--- src/rtl/branch_pkg.sv ---
// ----------------------------------------------------------------------------
// branch_pkg
// Shared types and constants for branch resolution. The predictor and its
// resolution controller both import this so they agree on counter encodings,
// the controller FSM states and the layout of an in-flight prediction record.
// ----------------------------------------------------------------------------
package branch_pkg;

    // Resolution controller FSM states.
    typedef enum logic [0:0] {
        IDLE  = 1'b0,
        FLUSH = 1'b1
    } br_state_t;

    // 2-bit saturating predictor counter encoding. MSB is the taken prediction.
    localparam logic [1:0] STRONGLY_NON_TAKEN = 2'b00;
    localparam logic [1:0] WEAKLY_NON_TAKEN   = 2'b01;
    localparam logic [1:0] WEAKLY_TAKEN       = 2'b10;
    localparam logic [1:0] STRONGLY_TAKEN     = 2'b11;

    // Default PC width of the in-flight record.
    localparam int BR_PC_W = 32;

    // One in-flight prediction: what ID guessed and both candidate PCs, so a
    // wrong guess can be corrected without recomputing either address.
    typedef struct packed {
        logic               pred;
        logic [BR_PC_W-1:0] target;
        logic [BR_PC_W-1:0] fallthru;
    } br_entry_t;

    // Next predictor counter value after an update with the real outcome.
    function automatic logic [1:0] pred_next(input logic [1:0] st, input logic taken);
        logic [1:0] nxt;
        nxt = st;
        if (taken) begin
            if (st != STRONGLY_TAKEN) nxt = st + 2'd1;
        end else begin
            if (st != STRONGLY_NON_TAKEN) nxt = st - 2'd1;
        end
        return nxt;
    endfunction

    // Taken prediction implied by a counter value.
    function automatic logic pred_is_taken(input logic [1:0] st);
        return (st == WEAKLY_TAKEN) || (st == STRONGLY_TAKEN);
    endfunction

endpackage

--- src/rtl/branch_pred_fifo.sv ---
// ----------------------------------------------------------------------------
// branch_pred_fifo
// Circular queue of in-flight branch predictions, oldest entry at the head.
// Pointers carry one extra wrap bit so full and empty are distinguishable
// without a separate occupancy counter.
//
// Ports
//   clk_i, rst_i        clock, asynchronous active-high reset
//   i_push              write {i_pred, i_target, i_fallthru} at the tail
//   i_pop               retire the head entry
//   i_clear             discard everything (applied after this cycle's push)
//   o_full, o_empty     occupancy status
//   o_head_*            fields of the oldest entry (undefined when empty)
//
// The caller owns overflow/underflow policy: i_push is only raised when there
// is room (or the head retires in the same cycle) and i_pop only when
// not empty.
// ----------------------------------------------------------------------------
module branch_pred_fifo
    import branch_pkg::*;
#(
    parameter int DEPTH = 4,
    parameter int PC_W  = 32
) (
    input  logic            clk_i,
    input  logic            rst_i,
    input  logic            i_push,
    input  logic            i_pred,
    input  logic [PC_W-1:0] i_target,
    input  logic [PC_W-1:0] i_fallthru,
    input  logic            i_pop,
    input  logic            i_clear,
    output logic            o_full,
    output logic            o_empty,
    output logic            o_head_pred,
    output logic [PC_W-1:0] o_head_target,
    output logic [PC_W-1:0] o_head_fallthru
);

    localparam int AW = $clog2(DEPTH);

    logic [AW:0]     r_wr_ptr;
    logic [AW:0]     r_rd_ptr;
    logic [AW:0]     w_wr_next;
    logic [AW:0]     w_rd_next;

    logic            r_pred     [DEPTH];
    logic [PC_W-1:0] r_target   [DEPTH];
    logic [PC_W-1:0] r_fallthru [DEPTH];

    assign w_wr_next = r_wr_ptr + {{AW{1'b0}}, i_push};

    // A clear drops every entry, including one pushed in the same cycle: that
    // branch is younger than the mispredicted one and is on the wrong path.
    assign w_rd_next = i_clear ? w_wr_next
                               : (r_rd_ptr + {{AW{1'b0}}, i_pop});

    always_ff @(posedge clk_i or posedge rst_i) begin
        if (rst_i) begin
            r_wr_ptr <= '0;
            r_rd_ptr <= '0;
        end else begin
            r_wr_ptr <= w_wr_next;
            r_rd_ptr <= w_rd_next;
        end
    end

    // Storage needs no reset; entries are only read between push and pop.
    always_ff @(posedge clk_i) begin
        if (i_push) begin
            r_pred[r_wr_ptr[AW-1:0]]     <= i_pred;
            r_target[r_wr_ptr[AW-1:0]]   <= i_target;
            r_fallthru[r_wr_ptr[AW-1:0]] <= i_fallthru;
        end
    end

    assign o_empty = (r_wr_ptr == r_rd_ptr);
    assign o_full  = (r_wr_ptr[AW] != r_rd_ptr[AW]) &&
                     (r_wr_ptr[AW-1:0] == r_rd_ptr[AW-1:0]);

    assign o_head_pred     = r_pred[r_rd_ptr[AW-1:0]];
    assign o_head_target   = r_target[r_rd_ptr[AW-1:0]];
    assign o_head_fallthru = r_fallthru[r_rd_ptr[AW-1:0]];

endmodule

--- src/rtl/branch_resolve_ctrl.sv ---
// ----------------------------------------------------------------------------
// branch_resolve_ctrl
// Tracks predictions issued in ID, checks the oldest one against the EX
// outcome, strobes the predictor update and, on a wrong guess, redirects the
// PC and squashes IF/ID for FLUSH_CYC cycles.
//
// Ports
//   clk_i, rst_i                  clock, asynchronous active-high reset
//   id_branch_i / id_predict_i    branch in ID and its predicted direction
//   id_target_i / id_fallthru_i   taken and not-taken PCs of that branch
//   stall_i                       pipeline stall, blocks recording
//   ex_branch_i / ex_taken_i      branch resolving in EX and its outcome
//   pred_upd_o / pred_taken_o     predictor update strobe and outcome
//   redirect_o / redirect_pc_o    one-cycle PC override and corrected PC
//   flush_o                       squash IF/ID
//   busy_o                        controller not idle
//   ovf_o                         sticky: record dropped, queue was full
//   err_o                         sticky: resolution with nothing in flight
//
// state | meaning
// IDLE  | recording predictions and resolving them
// FLUSH | wrong path being squashed; recording and updates suppressed
// ----------------------------------------------------------------------------
module branch_resolve_ctrl
    import branch_pkg::*;
#(
    parameter int DEPTH     = 4,
    parameter int PC_W      = 32,
    parameter int FLUSH_CYC = 2
) (
    input  logic            clk_i,
    input  logic            rst_i,
    input  logic            id_branch_i,
    input  logic            id_predict_i,
    input  logic [PC_W-1:0] id_target_i,
    input  logic [PC_W-1:0] id_fallthru_i,
    input  logic            stall_i,
    input  logic            ex_branch_i,
    input  logic            ex_taken_i,
    output logic            pred_upd_o,
    output logic            pred_taken_o,
    output logic            redirect_o,
    output logic [PC_W-1:0] redirect_pc_o,
    output logic            flush_o,
    output logic            busy_o,
    output logic            ovf_o,
    output logic            err_o
);

    localparam int CNT_W = (FLUSH_CYC > 1) ? $clog2(FLUSH_CYC) : 1;

    br_state_t       r_state;
    logic [CNT_W-1:0] r_cnt;
    logic            r_pred_upd;
    logic            r_pred_taken;
    logic            r_redirect;
    logic [PC_W-1:0] r_redirect_pc;
    logic            r_flush;
    logic            r_busy;
    logic            r_ovf;
    logic            r_err;

    logic            w_idle;
    logic            w_full;
    logic            w_empty;
    logic            w_head_pred;
    logic [PC_W-1:0] w_head_target;
    logic [PC_W-1:0] w_head_fallthru;
    logic            w_push_req;
    logic            w_push;
    logic            w_pop;
    logic            w_mispredict;
    logic            w_ovf_set;
    logic            w_err_set;

    assign w_idle     = (r_state == IDLE);
    assign w_push_req = id_branch_i & ~stall_i & w_idle;
    assign w_pop      = ex_branch_i & ~w_empty;

    // When full, a push still fits if the head retires in the same cycle, so
    // occupancy stays at DEPTH instead of losing the new record.
    assign w_push     = w_push_req & (~w_full | w_pop);
    assign w_ovf_set  = w_push_req & w_full & ~w_pop;

    // In FLUSH the queue has just been cleared, so any EX branch is wrong-path
    // and must not be reported as an underflow.
    assign w_err_set  = ex_branch_i & w_empty & w_idle;

    assign w_mispredict = w_pop & w_idle & (w_head_pred != ex_taken_i);

    branch_pred_fifo #(
        .DEPTH (DEPTH),
        .PC_W  (PC_W)
    ) u_fifo (
        .clk_i           (clk_i),
        .rst_i           (rst_i),
        .i_push          (w_push),
        .i_pred          (id_predict_i),
        .i_target        (id_target_i),
        .i_fallthru      (id_fallthru_i),
        .i_pop           (w_pop),
        .i_clear         (w_mispredict),
        .o_full          (w_full),
        .o_empty         (w_empty),
        .o_head_pred     (w_head_pred),
        .o_head_target   (w_head_target),
        .o_head_fallthru (w_head_fallthru)
    );

    always_ff @(posedge clk_i or posedge rst_i) begin
        if (rst_i) begin
            r_state       <= IDLE;
            r_cnt         <= '0;
            r_pred_upd    <= 1'b0;
            r_pred_taken  <= 1'b0;
            r_redirect    <= 1'b0;
            r_redirect_pc <= '0;
            r_flush       <= 1'b0;
            r_busy        <= 1'b0;
        end else begin
            r_pred_upd <= 1'b0;
            r_redirect <= 1'b0;
            case (r_state)
                IDLE: begin
                    if (w_pop) begin
                        r_pred_upd   <= 1'b1;
                        r_pred_taken <= ex_taken_i;
                    end
                    if (w_mispredict) begin
                        r_redirect    <= 1'b1;
                        r_redirect_pc <= ex_taken_i ? w_head_target : w_head_fallthru;
                        r_state       <= FLUSH;
                        r_cnt         <= CNT_W'(FLUSH_CYC - 1);
                        r_flush       <= 1'b1;
                        r_busy        <= 1'b1;
                    end
                end
                FLUSH: begin
                    if (r_cnt == '0) begin
                        r_state <= IDLE;
                        r_flush <= 1'b0;
                        r_busy  <= 1'b0;
                    end else begin
                        r_cnt <= r_cnt - CNT_W'(1);
                    end
                end
                default: begin
                    r_state <= IDLE;
                    r_flush <= 1'b0;
                    r_busy  <= 1'b0;
                end
            endcase
        end
    end

    always_ff @(posedge clk_i or posedge rst_i) begin
        if (rst_i) begin
            r_ovf <= 1'b0;
            r_err <= 1'b0;
        end else begin
            if (w_ovf_set) r_ovf <= 1'b1;
            if (w_err_set) r_err <= 1'b1;
        end
    end

    assign pred_upd_o    = r_pred_upd;
    assign pred_taken_o  = r_pred_taken;
    assign redirect_o    = r_redirect;
    assign redirect_pc_o = r_redirect_pc;
    assign flush_o       = r_flush;
    assign busy_o        = r_busy;
    assign ovf_o         = r_ovf;
    assign err_o         = r_err;

endmodule

--- config.mk ---
export PLATFORM = sky130hd
export DESIGN_NAME = branch_resolve_ctrl
export DESIGN_NICKNAME = d
export VERILOG_FILES = /design/src/rtl/branch_pkg.sv /design/src/rtl/branch_pred_fifo.sv /design/src/rtl/branch_resolve_ctrl.sv
export SDC_FILE = /design/constraint.sdc
export NUM_CORES = 1
export LEC_CHECK = 0
export BUFFER_PORTS_ARGS = -buffer_cell sky130_fd_sc_hd__buf_4
export CAP_MARGIN = 20
export CORE_MARGIN = 10
export CORE_UTILIZATION = 63
export DETAILED_ROUTE_END_ITERATION = 10
export GPL_TIMING_DRIVEN = 1
export PLACE_DENSITY = 0.91
export SETUP_SLACK_MARGIN = 0.3
export SLEW_MARGIN = 20
export SYNTH_ARGS = -nofsm -noshare
export SYNTH_HDL_FRONTEND = slang
export SYNTH_SLANG_ARGS = --single-unit
--- constraint.sdc ---
create_clock -name clk_i -period 9.95 [get_ports clk_i]
set_input_delay 0.995 -clock clk_i [delete_from_list [all_inputs] [get_ports clk_i]]
set_output_delay 0.995 -clock clk_i [all_outputs]
set_load 0.1 [all_outputs]
==> impl_metrics.tcl, run 1 <==
set metrics [dict create \
    wirelength_microns 23200 \
    tightest_slew_ns 1.02 \
    synthArstFlopShare_pct 15.0 \
    rsz0062_at_grt "no" \
    stdcell_area_sq_um 13500 \
    drtPass1Iterations 5 \
    setup_viol 0 \
    initial_core_util_pct 64.1 \
    yosys.area_share.simple_pct 0.812 \
    grt_pass1_wl_microns 35700 \
    ios 110 \
    cts_num_sinks 306 \
    via_per_inst 6.23 \
    die_w_microns 155 \
    cts_tree "done" \
    yosys_warnings 0 \
    synth_compound_area_share_pct 0.411 \
    pwr-share-clk_pct 23.6 \
    mostFrequentLayoutCells "260 x edfxtp_1, 114 x buf_4, 65 x mux4_2" \
    synth.distinct_cells 28 \
    dp_slack_ns 6.06 \
    synth_top_area_share_pct 67.5 \
    coreArea_sq_um 18000 \
    portBuffers 109 \
    syn_area_sq_um 11600 \
    slew_violations 0 \
    place_hpwl_microns 13400 \
    power.density_nw_per_um2 315 \
    syn-instance-count 493 \
    hold_slack_ns 0.399 \
    critPathRequiredTime_ns 10.37 \
    antenna_found_initial 0 \
    critical_path.top_delay_family "flip-flops" \
    p_leak_nw 4.67 \
    die_area_sq_um 24200 \
    crit_path_end_kind "register" \
    grt_max_degree 67 \
    regToRegSetupSlack_ns 6.40 \
    min_period_over_period_pct 35.7 \
    drive_above_1_share_pct 45.5 \
    hold_class "in2async" \
    routabilityCongestion 0.747 \
    synth_nets 568 \
    synth_xor_area_share_pct 0.455 \
    slowest_stage "dfrtp_2" \
    slowest_delay_ns 1.04 \
    wl_per_cell_microns 26.9 \
    synth_top_family_by_area "multiplexers" \
    htree_levels 1 \
    crit-reg2reg-launch "u_fifo.r_rd_ptr[1]" \
    critPathMaxFanout 35 \
    cp_num_buf_inv 1 \
    timing.critical_path.to "u_fifo.r_rd_ptr[1]" \
    clock_latency_ns 0.54 \
    avgSynthCellArea_sq_um 23.4 \
    clk_pin_slew_ns 0.06 \
    seq_area_frac_synth_pct 77.5 \
    seq_power_share_pct 42.1 \
    fmax_mhz 281 \
    start_kind "register" \
    cp.arrival_ns 3.97 \
    synth_top_flop_cell "edfxtp_1" \
    yosys.area_share.adder_pct 0.433 \
    reg2reg_to "u_fifo.r_rd_ptr[1]" \
    synth_edf_count 260 \
    ir_drop_uv 359 \
    cap_violations 0 \
    cts-root-buf "clkbuf_16" \
    fin_setup_tns_ns 0 \
    synth_area_leaders "edfxtp_1 68%, mux4_2 13%, dfrtp_1 10%, mux2_2 6.0%, mux2_1 0.58%" \
    layout_commonest_cell "edfxtp_1" \
    crit_type "reg2reg" \
    ys_ff_latch 306 \
    post_cts_resize_count 0 \
    place_area_sq_um 12600 \
    die_y_microns 155 \
    worstRegToRegCells 5 \
    clockBufferDepth 3 \
    synth_mux_area_share_pct 19.3 \
    p_switching_mw 1.56 \
    final.min_clock_period_ns 3.55 \
    grt_pass1_vias 5971 \
    row_count 49 \
    outcome "finished, final reports clean" \
    grt_usage_pct 19.3 \
    antenna_left 0 \
    drt_iter0_markers 446 \
    combPwrFrac_pct 34.4 \
    path_cells "mux4_2 > xnor2_1 > nor4b_4 > buf_4 > mux2_2" \
    vias 5381 \
    synth_top_area_cell "edfxtp_1" \
    setup_slack_ns 6.40 \
    diodes 0 \
    p_sw_share_pct 36.8 \
    cts_buffers 29 \
    syn_to_final_growth_pct 16.5 \
    fin_nets 690 \
    cts_setup_buffers 0 \
    skew_ns 0.0135 \
    drc 0 \
    cp.depth 5 \
    hold_viol 0 \
    cts_hold_buf 0 \
    worstSetupStartpoint "u_fifo.r_rd_ptr[1]" \
    relSlewSlack_pct 32.1 \
    p_int_mw 2.68 \
    globalRouteOverflowTotal 0 \
]
## worst min path at each step
stage          start                 to  slack (ns)
2_1_floorplan  r_cnt              r_cnt        0.47
3_3_place_gp   ovf_o              ovf_o        0.45
3_5_place_dp   ovf_o              ovf_o        0.46
4_1_cts        rst_i  redirect_pc_o[23]        0.39
5_1_grt        rst_i  redirect_pc_o[23]        0.41
6_report       rst_i  redirect_pc_o[23]        0.40
## area by class of cell
cell class                      instances  area (sq um)
Multi-Input combinational cell        162          2500
Timing Repair Buffer                  114           856
Sequential cell                       306          8960
Inverter                                2          7.51
Fill cell                             947          4560
Clock inverter                         13          87.6
Clock buffer                           38           759
Tap cell                              229           287
## logic make-up after synthesis
| family | Yosys count |
|---|---|
| flip-flops | 306 |
| multiplexers | 133 |
| AND/OR/NAND/NOR | 13 |
| buffers and inverters | 25 |
| adder cells (fa/ha/maj) | 4 |
| XOR/XNOR | 6 |
| AO/OA/AOI/OAI | 6 |
## sequential cells by signal, indices dropped and copies added, names as in the netlist, 3 cells and up
name / count
redirect_pc_o: 32
u_fifo.r_wr_ptr: 3
u_fifo.r_target: 128
u_fifo.r_pred: 4
u_fifo.r_rd_ptr: 3
u_fifo.r_fallthru: 128
## synthesized netlist by cell type (2+ instances only)
master / instances
a21o_1: 3
buf_1: 2
buf_2: 8
buf_4: 4
clkbuf_1: 8
dfrtp_1: 46
edfxtp_1: 260
ha_1: 4
inv_1: 2
mux2_1: 6
mux2_2: 62
mux4_2: 65
nor2b_1: 3
nor3b_1: 2
xnor2_1: 2
xor2_1: 4
## metal layers
| layer | vias to the layer above | track usage, % | share of wire, % |
|---|---|---|---|
| li1 | 2285 | - | - |
| met2 | 212 | 33.2 | 53 |
| met5 | - | 0 | 0 |
| met3 | 38 | 4.77 | 7.7 |
| met4 | 0 | 5.88 | 2.1 |
| met1 | 2846 | 23.7 | 37 |
## power groups by stage
| stage | Clock [mW] | Sequential, mW | Combinational [mW] |
|---|---|---|---|
| 5_1_grt | 1.07 | 1.81 | 1.53 |
| 6_report | 1.00 | 1.79 | 1.46 |
| 3_5_place_dp | 0 | 1.81 | 1.45 |
| 3_3_place_gp | 0 | 1.79 | 1.41 |
| 2_1_floorplan | 0 | 2.28 | 0.635 |
| 4_1_cts | 1.02 | 1.79 | 1.48 |
## metrics by stage
step,power (mW),util [%],std cells
5_1_grt,4.40,74.7,864
2_1_floorplan,2.92,-,493
3_3_place_gp,3.20,70.0,813
3_5_place_dp,3.26,70.0,813
6_report,4.25,74.7,864
4_1_cts,4.29,74.7,864
No activity file was read; power rests on OpenSTA's default activity.
==> run 2: changes to the inputs <==
--- a/config.mk
+++ b/config.mk
@@ -8,10 +8,10 @@
 export BUFFER_PORTS_ARGS = -buffer_cell sky130_fd_sc_hd__buf_4
 export CAP_MARGIN = 20
 export CORE_MARGIN = 10
-export CORE_UTILIZATION = 63
+export CORE_UTILIZATION = 53
 export DETAILED_ROUTE_END_ITERATION = 10
 export GPL_TIMING_DRIVEN = 1
-export PLACE_DENSITY = 0.91
+export PLACE_DENSITY = 0.82
 export SETUP_SLACK_MARGIN = 0.3
 export SLEW_MARGIN = 20
 export SYNTH_ARGS = -nofsm -noshare
==> constraint.sdc (replaced) <==
create_clock -name clk_i -period 3.1 [get_ports clk_i]
set_input_delay 0.31 -clock clk_i [delete_from_list [all_inputs] [get_ports clk_i]]
set_output_delay 0.31 -clock clk_i [all_outputs]
set_load 0.1 [all_outputs]
==> run 2 against run 1 <==
  * First-iteration DRC count is 15% higher
  * Highest routed layer unchanged
  * Combinational power grew to 3.5 times the previous value
  * Via count is 4.3% higher
  * Power grew to 3.3 times the previous value
  * Design area is 6.7% higher
  * Worst hold slack worse by 0.33 ns
  * Critical path type unchanged
  * Critical endpoint is now u_fifo.r_fallthru[2][10]
==> impl_metrics.tcl, run 2 (synthesis gave the netlist of run 1 again) <==
set metrics [dict create \
    outcome "finished, final reports clean" \
    die_area_sq_um 28100 \
    wl_per_cell_microns 24.4 \
    post_cts_resize_count 0 \
    clk_pin_slew_ns 0.06 \
    cts_setup_buffers 0 \
    initial_core_util_pct 54.5 \
    relSlewSlack_pct 40.5 \
    tightest_slew_ns 0.893 \
    power.density_nw_per_um2 964 \
    p_int_mw 8.81 \
    wirelength_microns 24200 \
    fin_nets 768 \
    antenna_found_initial 1 \
    cp.arrival_ns 2.76 \
    htree_levels 1 \
    crit_type "reg2reg" \
    crit_path_end_kind "register" \
    antenna_left 0 \
    cts_buffers 29 \
    hold_viol 0 \
    place_hpwl_microns 14100 \
    power_mw 13.8 \
    row_count 53 \
    critPathMaxFanout 26 \
    globalRouteOverflowTotal 0 \
    dp_slack_ns 0.598 \
    cts-root-buf "clkbuf_16" \
    cts_num_sinks 306 \
    grt_pass1_wl_microns 37400 \
    pwr-share-clk_pct 23.8 \
    drt_iter0_markers 513 \
    cts_tree "done" \
    mostFrequentLayoutCells "260 x edfxtp_1, 122 x buf_4, 66 x dlygate4sd3_1" \
    start_kind "register" \
    p_switching_mw 5.04 \
    worstHoldStart "ex_branch_i" \
    slew_violations 0 \
    die_y_microns 168 \
    p_sw_share_pct 36.4 \
    ir_drop_uv 597 \
    hold_class "in2reg" \
    fmax_mhz 394 \
    setup_slack_ns 0.562 \
    p_leak_nw 5.03 \
    routabilityCongestion 0.750 \
    fin_setup_tns_ns 0 \
    setup_viol 0 \
    combPwrFrac_pct 36.4 \
    final.min_clock_period_ns 2.54 \
    vias 5610 \
    nFillCells 1298 \
    crit-reg2reg-launch "r_state" \
    min_period_over_period_pct 81.9 \
    drive_above_1_share_pct 42.2 \
    die_w_microns 168 \
    drtPass1Iterations 4 \
    syn_to_final_growth_pct 24.3 \
    layout_commonest_cell "edfxtp_1" \
    cap_violations 0 \
    portBuffers 109 \
    grt_max_degree 45 \
    rsz0062_at_grt "no" \
    coreArea_sq_um 21200 \
    skew_ns 0.0193 \
    seq_power_share_pct 39.9 \
    critPathRequiredTime_ns 3.32 \
    grt_usage_pct 16.9 \
    via_per_inst 5.66 \
    worstSetupStartpoint "r_state" \
    ios 110 \
    clock_latency_ns 0.55 \
    grt_pass1_vias 6418 \
    final_core_util_pct 67.7 \
    drc 0 \
    clockBufferDepth 3 \
]
## run 2: what timing repair did
action | CTS | global route
hold buffers | 66 | 0
setup endpoints to repair | 0 | 0
endpoints found under the hold margin | 291 | 0
## run 2: through the flow
stage / hold WS [ns] / instance area, sq um / instances
final: 0.0737 / 14400 / 991
after global routing: 0.0618 / 14400 / 991
after CTS: 0.0555 / 14400 / 990
after detailed placement: 0.470 / 12800 / 871
after global placement: 0.459 / 12800 / 871
after floorplan: 0.409 / 11600 / 493
## run 2: per-layer routing
layer / vias up / GRT usage, % / wire, microns
li1: 2450 / - / -
met1: 2885 / 20.8 / 9430
met2: 228 / 29.7 / 12600
met3: 47 / 3.21 / 1480
met4: 0 / 5.45 / 668
met5: - / 0 / 0
## run 2: critical path: stages, from the launching register on
cell and delay, ns:
dfrtp_1 0.46, nor3b_1 0.42, o41a_1 0.30, nor2b_1 0.22, and2_4 0.47, buf_4 0.35
## run 2: worst paths after layout
kind	end	slack, ns	depth (start not counted)
max	u_fifo.r_fallthru[2][10]	0.56	5
min	err_o	0.07	2
max reg2reg	u_fifo.r_fallthru[2][10]	0.56	5
min in group asynchronous	busy_o	0.50	3
min reg2reg	err_o	0.48	1
max in group asynchronous	redirect_pc_o[10]	1.93	4
## run 2: layout make-up
| class | count | area, sq um | share of cell area (%) |
|---|---|---|---|
| Sequential cell | 306 | 8960 | 62.4 |
| Multi-Input combinational cell | 162 | 2500 | 17.4 |
| Timing Repair Buffer | 192 | 1660 | 11.5 |
| Clock buffer | 49 | 861 | 5.99 |
| Tap cell | 275 | 344 | 2.40 |
| Clock inverter | 4 | 26.3 | 0.183 |
| Inverter | 2 | 7.51 | 0.0523 |
| Antenna cell | 1 | 2.50 | 0.0174 |
## run 2: power by group through the flow
| stage | logic (mW) | registers (mW) | clock network (mW) |
|---|---|---|---|
| 2_1_floorplan | 2.04 | 7.31 | 0 |
| 3_3_place_gp | 4.86 | 5.55 | 0 |
| 3_5_place_dp | 4.97 | 5.59 | 0 |
| 4_1_cts | 5.08 | 5.52 | 3.32 |
| 5_1_grt | 5.27 | 5.57 | 3.51 |
| 6_report | 5.04 | 5.52 | 3.29 |
